<file path="src/rtl/matmul_sequencer.sv">
// rtl/matmul_sequencer.sv - tick-paced control FSM sequencing one N x N matrix product C = A x B
module matmul_sequencer #(
    parameter int N      = 4,
    parameter int ADDR_W = $clog2(N*N)
) (
    input  logic              clk_in,
    input  logic              reset_n,
    input  logic              tick,
    input  logic              start,
    input  logic              abort,
    output logic              busy,
    output logic              done,
    output logic              rd_en,
    output logic [ADDR_W-1:0] a_addr,
    output logic [ADDR_W-1:0] b_addr,
    output logic              mac_clear,
    output logic              mac_en,
    output logic              c_we,
    output logic [ADDR_W-1:0] c_addr
);

    localparam int CW = (N > 1) ? $clog2(N) : 1;
    localparam logic [CW-1:0] LAST = CW'(N - 1);

    typedef enum logic [2:0] {IDLE, CLEAR, READ, DRAIN, WRITE} state_t;

    state_t        state;
    logic [CW-1:0] i, j, k;
    logic [CW-1:0] i_inc, j_inc, k_inc;

    assign i_inc = i + CW'(1);
    assign j_inc = j + CW'(1);
    assign k_inc = k + CW'(1);

    // row*N+col never exceeds N*N-1, so ADDR_W bits always suffice
    function automatic logic [ADDR_W-1:0] addr_of(input logic [CW-1:0] row,
                                                  input logic [CW-1:0] col);
        return ADDR_W'(row) * ADDR_W'(N) + ADDR_W'(col);
    endfunction

    always_ff @(posedge clk_in or negedge reset_n) begin
        if (!reset_n) begin
            state     <= IDLE;
            i         <= '0;
            j         <= '0;
            k         <= '0;
            busy      <= 1'b0;
            done      <= 1'b0;
            rd_en     <= 1'b0;
            mac_clear <= 1'b0;
            mac_en    <= 1'b0;
            c_we      <= 1'b0;
            a_addr    <= '0;
            b_addr    <= '0;
            c_addr    <= '0;
        end else begin
            // strobes live for one cycle after the tick edge that enters their state
            done      <= 1'b0;
            rd_en     <= 1'b0;
            mac_clear <= 1'b0;
            mac_en    <= 1'b0;
            c_we      <= 1'b0;
            if (abort) begin
                state  <= IDLE;
                i      <= '0;
                j      <= '0;
                k      <= '0;
                busy   <= 1'b0;
                a_addr <= '0;
                b_addr <= '0;
                c_addr <= '0;
            end else if (tick) begin
                case (state)
                    IDLE: begin
                        if (start) begin
                            state     <= CLEAR;
                            i         <= '0;
                            j         <= '0;
                            k         <= '0;
                            busy      <= 1'b1;
                            mac_clear <= 1'b1;
                        end
                    end
                    CLEAR: begin
                        state  <= READ;
                        rd_en  <= 1'b1;
                        a_addr <= addr_of(i, k);
                        b_addr <= addr_of(k, j);
                    end
                    READ: begin
                        mac_en <= 1'b1;
                        if (k == LAST) begin
                            state <= DRAIN;
                        end else begin
                            k      <= k_inc;
                            rd_en  <= 1'b1;
                            a_addr <= addr_of(i, k_inc);
                            b_addr <= addr_of(k_inc, j);
                        end
                    end
                    DRAIN: begin
                        state  <= WRITE;
                        c_we   <= 1'b1;
                        c_addr <= addr_of(i, j);
                    end
                    WRITE: begin
                        if (i == LAST && j == LAST) begin
                            state  <= IDLE;
                            i      <= '0;
                            j      <= '0;
                            k      <= '0;
                            busy   <= 1'b0;
                            done   <= 1'b1;
                            a_addr <= '0;
                            b_addr <= '0;
                            c_addr <= '0;
                        end else begin
                            state     <= CLEAR;
                            k         <= '0;
                            mac_clear <= 1'b1;
                            if (j == LAST) begin
                                j <= '0;
                                i <= i_inc;
                            end else begin
                                j <= j_inc;
                            end
                        end
                    end
                    default: begin
                        state <= IDLE;
                        busy  <= 1'b0;
                    end
                endcase
            end
        end
    end

endmodule
</file>
<file path="config.mk">
export PLATFORM = sky130hd
export DESIGN_NAME = matmul_sequencer
export DESIGN_NICKNAME = d
export VERILOG_FILES = /design/src/rtl/matmul_sequencer.sv
export SDC_FILE = /design/constraint.sdc
export NUM_CORES = 1
export LEC_CHECK = 0
export ABC_CLOCK_PERIOD_IN_PS = 4100
export BUFFER_PORTS_ARGS = -buffer_cell sky130_fd_sc_hd__buf_2
export CORE_MARGIN = 8
export CORE_UTILIZATION = 49
export CTS_CLUSTER_DIAMETER = 60
export DETAILED_ROUTE_END_ITERATION = 12
export HOLD_SLACK_MARGIN = 0.02
export PLACE_DENSITY = 0.76
export SLEW_MARGIN = 25
export SYNTH_ARGS = -nofsm -noshare
export SYNTH_HDL_FRONTEND = slang
export SYNTH_SLANG_ARGS = --single-unit
</file>
<file path="constraint.sdc">
create_clock -name clk_in -period 4.1 [get_ports clk_in]
set_input_delay 0.615 -clock clk_in [delete_from_list [all_inputs] [get_ports clk_in]]
set_output_delay 0.615 -clock clk_in [all_outputs]
set_load 0.01 [all_outputs]
</file>
; ---- Word level (Yosys, flattened, before mapping)
; Cells that the tools add are included.
[word_totals]
reg_bits = 27
in_bits = 5
out_inout_bits = 18
wordCells = 106
[classes]
n_addsub = 8
n_eq_ne = 13
n_mux = 57
reduce_logical = 15
[op_table]
columns = cell, n
row1 = $mux W4, 9
row2 = $mux W2, 12
row3 = $pmux W4 S3, 2
row4 = $mux W1, 22
row5 = $add A4 B2 Y4, 5
row6 = $reduce_and A4 Y1, 4
row7 = $pmux W3 S5, 1
row8 = $mux W3, 4
row9 = $ne A3 B3 Y1 const B, 4
row10 = $reduce_and A3 Y1, 3
row11 = $pmux W2 S2, 2
row12 = $pmux W4 S2, 1
row13 = $reduce_bool A4 Y1, 2
row14 = $add A2 B1 Y2 const B, 3
row15 = $eq A2 B2 Y1 const B, 3
row16 = $eq A3 B2 Y1 const B, 2
row17 = $pmux W2 S3, 1
row18 = $reduce_bool A3 Y1, 2
row19 = $ne A4 B4 Y1 const B, 1
row20 = $pmux W1 S2, 2
row21 = $eq A3 B1 Y1 const B, 1
row22 = $eq A3 B3 Y1 const B, 1
row23 = $logic_not A3 Y1, 1
row24 = $pmux W1 S3, 1
row25 = 4 further kinds, 4

; ---- Depth between registers and ports, before layout
; Gate-level depths: netlist of the first run.
[logic_depth]
depth_word = 6
mapped_depth = 6

; ---- Worst setup path after synthesis of the first run
; OpenSTA, ideal clock, no wires.
[synth_path]
path_kind = input -> register
from = input abort
to = register a_addr[0]
setup_ps = 125
arrival_time_ps = 1749
required_ps = 3975
setup_slack_ps = 2226
cell_stages = 5
path_buffers = 1
cell_sequence = buf_2 > inv_1 > and3_1 > a221oi_4 > mux2_2
[synth_between]
elab_chain_len = 2
elab_cells_between_ends = 6
cone_classes = eq/ne (2) / mux (1) / reduce/logical (3)
[synth_lines]
columns = element, line
row1 = "start, declared", 10  ; input logic abort,
row2 = $ne A3 B3 Y1 (no source line) (tied with other cells), -
row3 = $reduce_and A4 Y1 (no source line), -
row4 = "end signal, assigned", 87  ; a_addr <= addr_of(i, k);
row5 = "end signal, assigned", 97  ; a_addr <= addr_of(i, k_inc);
row6 = "end, declared", 14  ; output logic [ADDR_W-1:0] a_addr,
; Several ways; a longest one is shown, not always the timed one.
; A chain may end at the register's enable or synchronous reset.

; ---- Final worst setup path of the first run
[layout_path]
from = register j[0]
to = register c_addr[1]
[layout_between]
elab_chain_len = 4
elab_cells_between_ends = 8
cone_classes = add/sub (1) / eq/ne (2) / mux (3) / reduce/logical (2)
[layout_lines]
columns = element, line
row1 = "start, declared", 28  ; logic [CW-1:0] i, j, k;
row2 = "start signal, assigned", 125  ; j <= j_inc;
row3 = $add A4 B2 Y4 / $eq A2 B2 Y1 (equally long branches), "38, 107"
row4 = $pmux W4 S2 / $logic_and A1 B1 Y1 (equally long branches), "73, 107"
row5 = $mux W4 / $ne A3 B3 Y1 (equally long branches), -
row6 = $mux W4 / $reduce_and A3 Y1 (equally long branches), -
row7 = "end signal, assigned", 104  ; c_addr <= addr_of(i, j);
row8 = "end, declared", 19  ; output logic [ADDR_W-1:0] c_addr
; Several ways; a longest one is shown, not always the timed one. The select of a mux whose other input is x is not followed.

==> results of run 1 <==
-- routing by layer --
layer  routed length [µm]  global-route usage (%)  vias to the layer above
met4                   40                    6.39                        0
met5                    0                       0                        -
li1                     -                       -                      479
met3                  133                    3.60                        4
met2                 1360                    21.0                       19
met1                 1130                    14.8                      494
-- worst register-to-register path: stages, from the launching register on --
cell and delay [ns]:
dfrtp_1 0.43, ha_1 0.29, nand2_1 0.21, nor2_1 0.10, a311oi_2 0.50, mux2_2 0.39
-- worst paths after layout --
path / start / to / slack, ns
worst max register to register: j[0] / c_addr[1] / 2.07
max in group asynchronous: reset_n / c_addr[3] / 3.49
worst min-delay path: reset_n / k[0] / 0.26
worst min register to register: c_addr[3] / c_addr[3] / 0.52
min in group clk_in: c_addr[3] / c_addr[3] / 0.52
worst max-delay path: j[0] / c_addr[1] / 2.07
-- cells by family after synthesis --
kind of cell | Yosys count | synth area share (%)
AO/OA/AOI/OAI | 32 | 19.3
XOR/XNOR | 1 | 0.656
AND/OR/NAND/NOR | 37 | 14.0
multiplexers | 12 | 10.0
buffers and inverters | 16 | 6.46
flip-flops | 25 | 46.8
adder cells (fa/ha/maj) | 3 | 2.81
-- layout make-up --
cell class              count  area (µm²)  share of cell area (%)
flip-flops and latches     25         626                    43.1
well taps                  31        38.8                    2.67
clock buffers               3        22.5                    1.55
repair buffers             22         110                    7.58
multi-input cells          85         624                    43.0
clock inverters             1        5.00                   0.345
inverters                   7        26.3                    1.81
-- stage by stage --
stage	hold WS, ns	worst slack (ns)	total power, mW	cells	utilization, %
floorplan	0.319	2.23	0.312	126	-
global placement	0.485	2.01	0.326	170	53.5
detailed placement	0.491	1.95	0.327	170	53.5
CTS	0.266	2.07	0.435	174	54.6
global route	0.286	1.98	0.453	174	54.6
finish	0.257	2.07	0.429	174	54.6
-- power by group --
part | internal, mW | total (mW) | switching (mW)
registers | 0.252 | 0.261 | 0.00871
logic | 0.0249 | 0.0609 | 0.0360
clock network | 0.0365 | 0.108 | 0.0712
total | 0.314 | 0.429 | 0.116
-- flip-flops by register name, summed over array words and instances, names as in the netlist --
signal     cells
rd_en          1
b_addr         2
mac_en         1
k              2
state          3
c_addr         4
mac_clear      1
a_addr         4
c_we           1
i              2
j              2
busy           1
done           1
-- placed cells by master (no fill, tap or decap), types with 2 or more instances in the layout --
master | netlist | routed
a311oi_2 | 2 | 2
dfrtp_1 | 25 | 25
mux2_2 | 11 | 11
and2_1 | 5 | 5
ha_1 | 3 | 3
inv_1 | 7 | 7
a32o_1 | 2 | 2
clkbuf_4 | 0 | 3
a22oi_1 | 2 | 2
o31ai_1 | 2 | 2
o21ai_0 | 3 | 3
buf_2 | 3 | 22
and3_1 | 2 | 2
a21oi_1 | 7 | 7
nor2_1 | 11 | 11
nand2_1 | 12 | 12
a21o_1 | 5 | 5
==> impl_metrics.tcl, run 1 <==
set metrics [dict create \
    drc_errors 0 \
    synth-seq-area-share_pct 46.8 \
    yosys-top-cells-count "dfrtp_1 (25), nand2_1 (12), mux2_2 (11), nor2_1 (11)" \
    cap_viol_max_count 0 \
    grt_max_degree 26 \
    fin_crit_ns 2.03 \
    p_per_area_nw_per_um2 296 \
    antenna_found_initial 0 \
    max_stage_delay_ns 0.50 \
    status "completed" \
    die_area_um2 4650 \
    worstMarginPinSlew_ns 0.595 \
    syn-num-nets 134 \
    critical-path-top-delay-family "compound AO/OA/AOI/OAI gates" \
    crit_chain "ha_1, nand2_1, nor2_1, a311oi_2, mux2_2" \
    hold_violations 0 \
    syn_area_um2 1340 \
    avgRoutedWirePerCell_um 15.3 \
    drt_iter0_markers 19 \
    clk_pin_slew_ns 0.13 \
    slowest_stage "a311oi_2" \
    cts_resized 0 \
    async_reset_ff_share_pct 100 \
    grt_use_total_pct 12.7 \
    cp.required_ns 4.32 \
    crit_type "reg2reg" \
    syn2layout_area_growth_pct 8.71 \
    synth_area_per_cell_um2 10.6 \
    synthTopCellsByArea "dfrtp_1 (47%), mux2_2 (9.3%), nand2_1 (3.4%)" \
    num_io_pins 23 \
    port-buffer-count 22 \
    layout-drive-gt1-share_pct 29.4 \
    num_vias 996 \
    num_rows 19 \
    gp_congestion 0.853 \
    crit_buf_inv 0 \
    fin_nets 152 \
    design_area_um2 1450 \
    clock_latency_ns 0.32 \
    synth_cells 126 \
    antenna_cells 0 \
    ctsHoldBuffers 0 \
    grt-ovfl-total 0 \
    first_global_vias 1000 \
    post_dp_cell_area_um2 1430 \
    clk_path_buf_depth 2 \
    yosys_warnings 0 \
    cts_setup_buffers 0 \
    grt_pass1_wl_um 4500 \
    start_util_pct 50.2 \
    clock_skew_ns 0.00397 \
    root_buffer "clkbuf_4" \
    cts_tree "done" \
    cp.depth 5 \
    end_kind "register" \
    coreArea_um2 2660 \
    clock-sinks 25 \
    ant_nets 0 \
    synthFlopType "dfrtp_1" \
    first_pass_iters 4 \
    critPathLaunchType "register" \
    yosysMostFrequentCell "dfrtp_1" \
    ys_types 37 \
    grt_setup_unrepaired "false" \
    cts_buffers 3 \
    htreeDepth 1 \
    cp_max_fo 6 \
    synth_seq_cells 25 \
    timing.fmax_mhz 494 \
    setup_tns_ns 0 \
    netlist.area_leader.share_pct 46.8 \
    dp_hpwl_um 2010 \
    r2r_cells 5 \
    routed_wl_um 2670 \
    holdCritPathClass "in2async" \
    post-route-period-util_pct 49.4 \
    final_max_slew_viol_count 0 \
    die_w_um 68.2 \
    cp_data_arrival_time_ns 2.25 \
    relSlewSlack_pct 60.3 \
    synth_top_area_cell "dfrtp_1" \
    fillers 246 \
    p_leak_nw 0.758 \
    synth_edf_count 0 \
    setup_viol 0 \
    viasPerCell 5.72 \
    die-height_um 68.2 \
    ir_drop_mv 0.218 \
]
Note: power is estimated with default switching activity, not from simulation.
==> run 2, diff against run 1 <==
--- a/config.mk
+++ b/config.mk
@@ -5,14 +5,14 @@
 export SDC_FILE = /design/constraint.sdc
 export NUM_CORES = 1
 export LEC_CHECK = 0
-export ABC_CLOCK_PERIOD_IN_PS = 4100
+export ABC_CLOCK_PERIOD_IN_PS = 1630
 export BUFFER_PORTS_ARGS = -buffer_cell sky130_fd_sc_hd__buf_2
 export CORE_MARGIN = 8
 export CORE_UTILIZATION = 49
 export CTS_CLUSTER_DIAMETER = 60
 export DETAILED_ROUTE_END_ITERATION = 12
 export HOLD_SLACK_MARGIN = 0.02
-export PLACE_DENSITY = 0.76
+export PLACE_DENSITY = 0.79
 export SLEW_MARGIN = 25
 export SYNTH_ARGS = -nofsm -noshare
 export SYNTH_HDL_FRONTEND = slang
==> constraint.sdc (replaced) <==
create_clock -name clk_in -period 1.63 [get_ports clk_in]
set_input_delay 0.2445 -clock clk_in [delete_from_list [all_inputs] [get_ports clk_in]]
set_output_delay 0.2445 -clock clk_in [all_outputs]
set_load 0.01 [all_outputs]
==> run 2 against run 1 <==
Against the previous run:
- the run now ends with setup timing left
- final cell count grew 16%
- clock skew grew 0.0074 ns
- register-to-register slack lost 2.1 ns
- via count grew 13%
- worst hold slack lost 0.015 ns
==> impl_metrics.tcl, run 2 (synthesized netlist as in run 1, its figures left out) <==
set metrics [dict create \
    coreArea_um2 2660 \
    layout_commonest_cell "buf_4" \
    p_leak_nw 0.924 \
    clk_pin_slew_ns 0.15 \
    cp_max_fo 4 \
    holdCritPathClass "in2reg" \
    fin_nets 179 \
    cts_tree "done" \
    grt_setup_unrepaired "true" \
    hold_violations 0 \
    num_io_pins 23 \
    clk_path_buf_depth 2 \
    grt-ovfl-total 0 \
    routed_wl_um 3470 \
    layout-drive-gt1-share_pct 46.5 \
    grt_max_degree 26 \
    relSlewSlack_pct 63.3 \
    post-route-period-util_pct 100 \
    top_regs "a_addr (4), c_addr (4), state (3)" \
    fillers 192 \
    cp_data_arrival_time_ns 1.87 \
    setup_viol 1 \
    syn2layout_area_growth_pct 32.3 \
    use_met1_pct 16.9 \
    first_global_vias 1160 \
    cap_viol_max_count 0 \
    ff_latch_area_um2 629 \
    die_area_um2 4650 \
    die_w_um 68.2 \
    avgRoutedWirePerCell_um 17.3 \
    die-height_um 68.2 \
    use_met3_pct 3.44 \
    end_kind "register" \
    cts_buffers 3 \
    status "finished with violations" \
    p_per_area_nw_per_um2 662 \
    worstMarginPinSlew_ns 0.551 \
    final_max_slew_viol_count 0 \
    final_cell_mix "buf_4 (23), dfrtp_1 (22), buf_2 (22)" \
    crit_type "reg2reg" \
    crit_chain "ha_4, nand2_4, nor2_4, a311oi_2, buf_4, mux2_4" \
    num_vias 1130 \
    first_pass_iters 4 \
    clock_latency_ns 0.33 \
    cp.required_ns 1.87 \
    clock-sinks 25 \
    violations "setup timing" \
    slowest_stage "dfrtp_1" \
    antenna_cells 0 \
    port-buffer-count 22 \
    antenna_found_initial 0 \
    critPathLaunchType "register" \
    drc_errors 0 \
    fin_crit_ns 1.64 \
    timing.fmax_mhz 611 \
    max_stage_delay_ns 0.45 \
    num_rows 19 \
    design_area_um2 1770 \
    grt_use_total_pct 14.7 \
    viasPerCell 5.62 \
    clock_skew_ns 0.0113 \
    start_util_pct 50.2 \
    top_usage_layer "met2" \
    dp_hpwl_um 2400 \
    use_met2_pct 24.0 \
    grt_pass1_wl_um 5180 \
    final_util_pct 66.4 \
    post_dp_cell_area_um2 1600 \
    ir_drop_mv 0.657 \
    htreeDepth 1 \
    root_buffer "clkbuf_4" \
    ant_nets 0 \
    multi_input_area_um2 717 \
    setup_ws_ns -0.00652 \
    drt_iter0_markers 72 \
    gp_congestion 0.977 \
]
==> run 2: what timing repair did <==
action	4_1_cts	5_1_grt
buffers inserted	1	3
endpoints found under the hold margin	25	0
gates resized for setup	2	25
setup endpoints to repair	11	13
pin swaps	1	6
hold buffers	1	0
==> run 2: per-layer routing <==
layer  vias to the layer above  wire (µm)  share of wire (%)
met5                         -          0                  0
met3                         9        166                4.8
met4                         0        102                2.9
li1                        536          -                  -
met2                        33       1800                 52
met1                       552       1400                 40
==> run 2: worst max-delay path: cells and delay by family, from the launching register on <==
family / cells / cell delay [ns]
muxes: 1 / 0.31
DFF: 1 / 0.45
and+or+nand+nor: 2 / 0.14
buffers and inverters: 1 / 0.20
adders and majority gates: 1 / 0.19
AOI/OAI and AO/OA: 1 / 0.24
==> run 2: per-stage QoR <==
step	hold slack, ns	power, mW	TNS [ns]	setup slack [ns]	instances
5_1_grt	0.226	1.23	-0.386	-0.0663	201
3_3_place_gp	0.260	0.858	-0.195	-0.0327	192
6_report	0.242	1.17	-0.00652	-0.00652	201
4_1_cts	0.240	1.16	0	0.00119	198
2_1_floorplan	-0.0511	0.784	0	0.0164	126
3_5_place_dp	0.265	0.864	-0.526	-0.0840	192
==> run 2: final cells by class <==
type	instances	area share (%)
Sequential cell	25	35.6
Clock inverter	1	0.425
Inverter	7	1.49
Timing Repair Buffer	49	18.5
Clock buffer	3	1.27
Tap cell	31	2.19
Multi-Input combinational cell	85	40.6
==> run 2: power by group <==
group	switching [mW]	leakage, nW	internal [mW]
Clock	0.199	0.0139	0.0942
Combinational	0.122	0.569	0.107
Sequential	0.0135	0.341	0.635
==> run 2: worst paths after layout <==
check	start	endpoint	cells past startpoint	slack, ns
max reg2reg	i[1]	c_addr[2]	6	-0.007
min reg2reg	b_addr[0]	b_addr[0]	1	0.53
max	i[1]	c_addr[2]	6	-0.007
max in group asynchronous	reset_n	state[2]	2	0.82
min	tick	c_we	3	0.24
min in group asynchronous	reset_n	rd_en	2	0.40
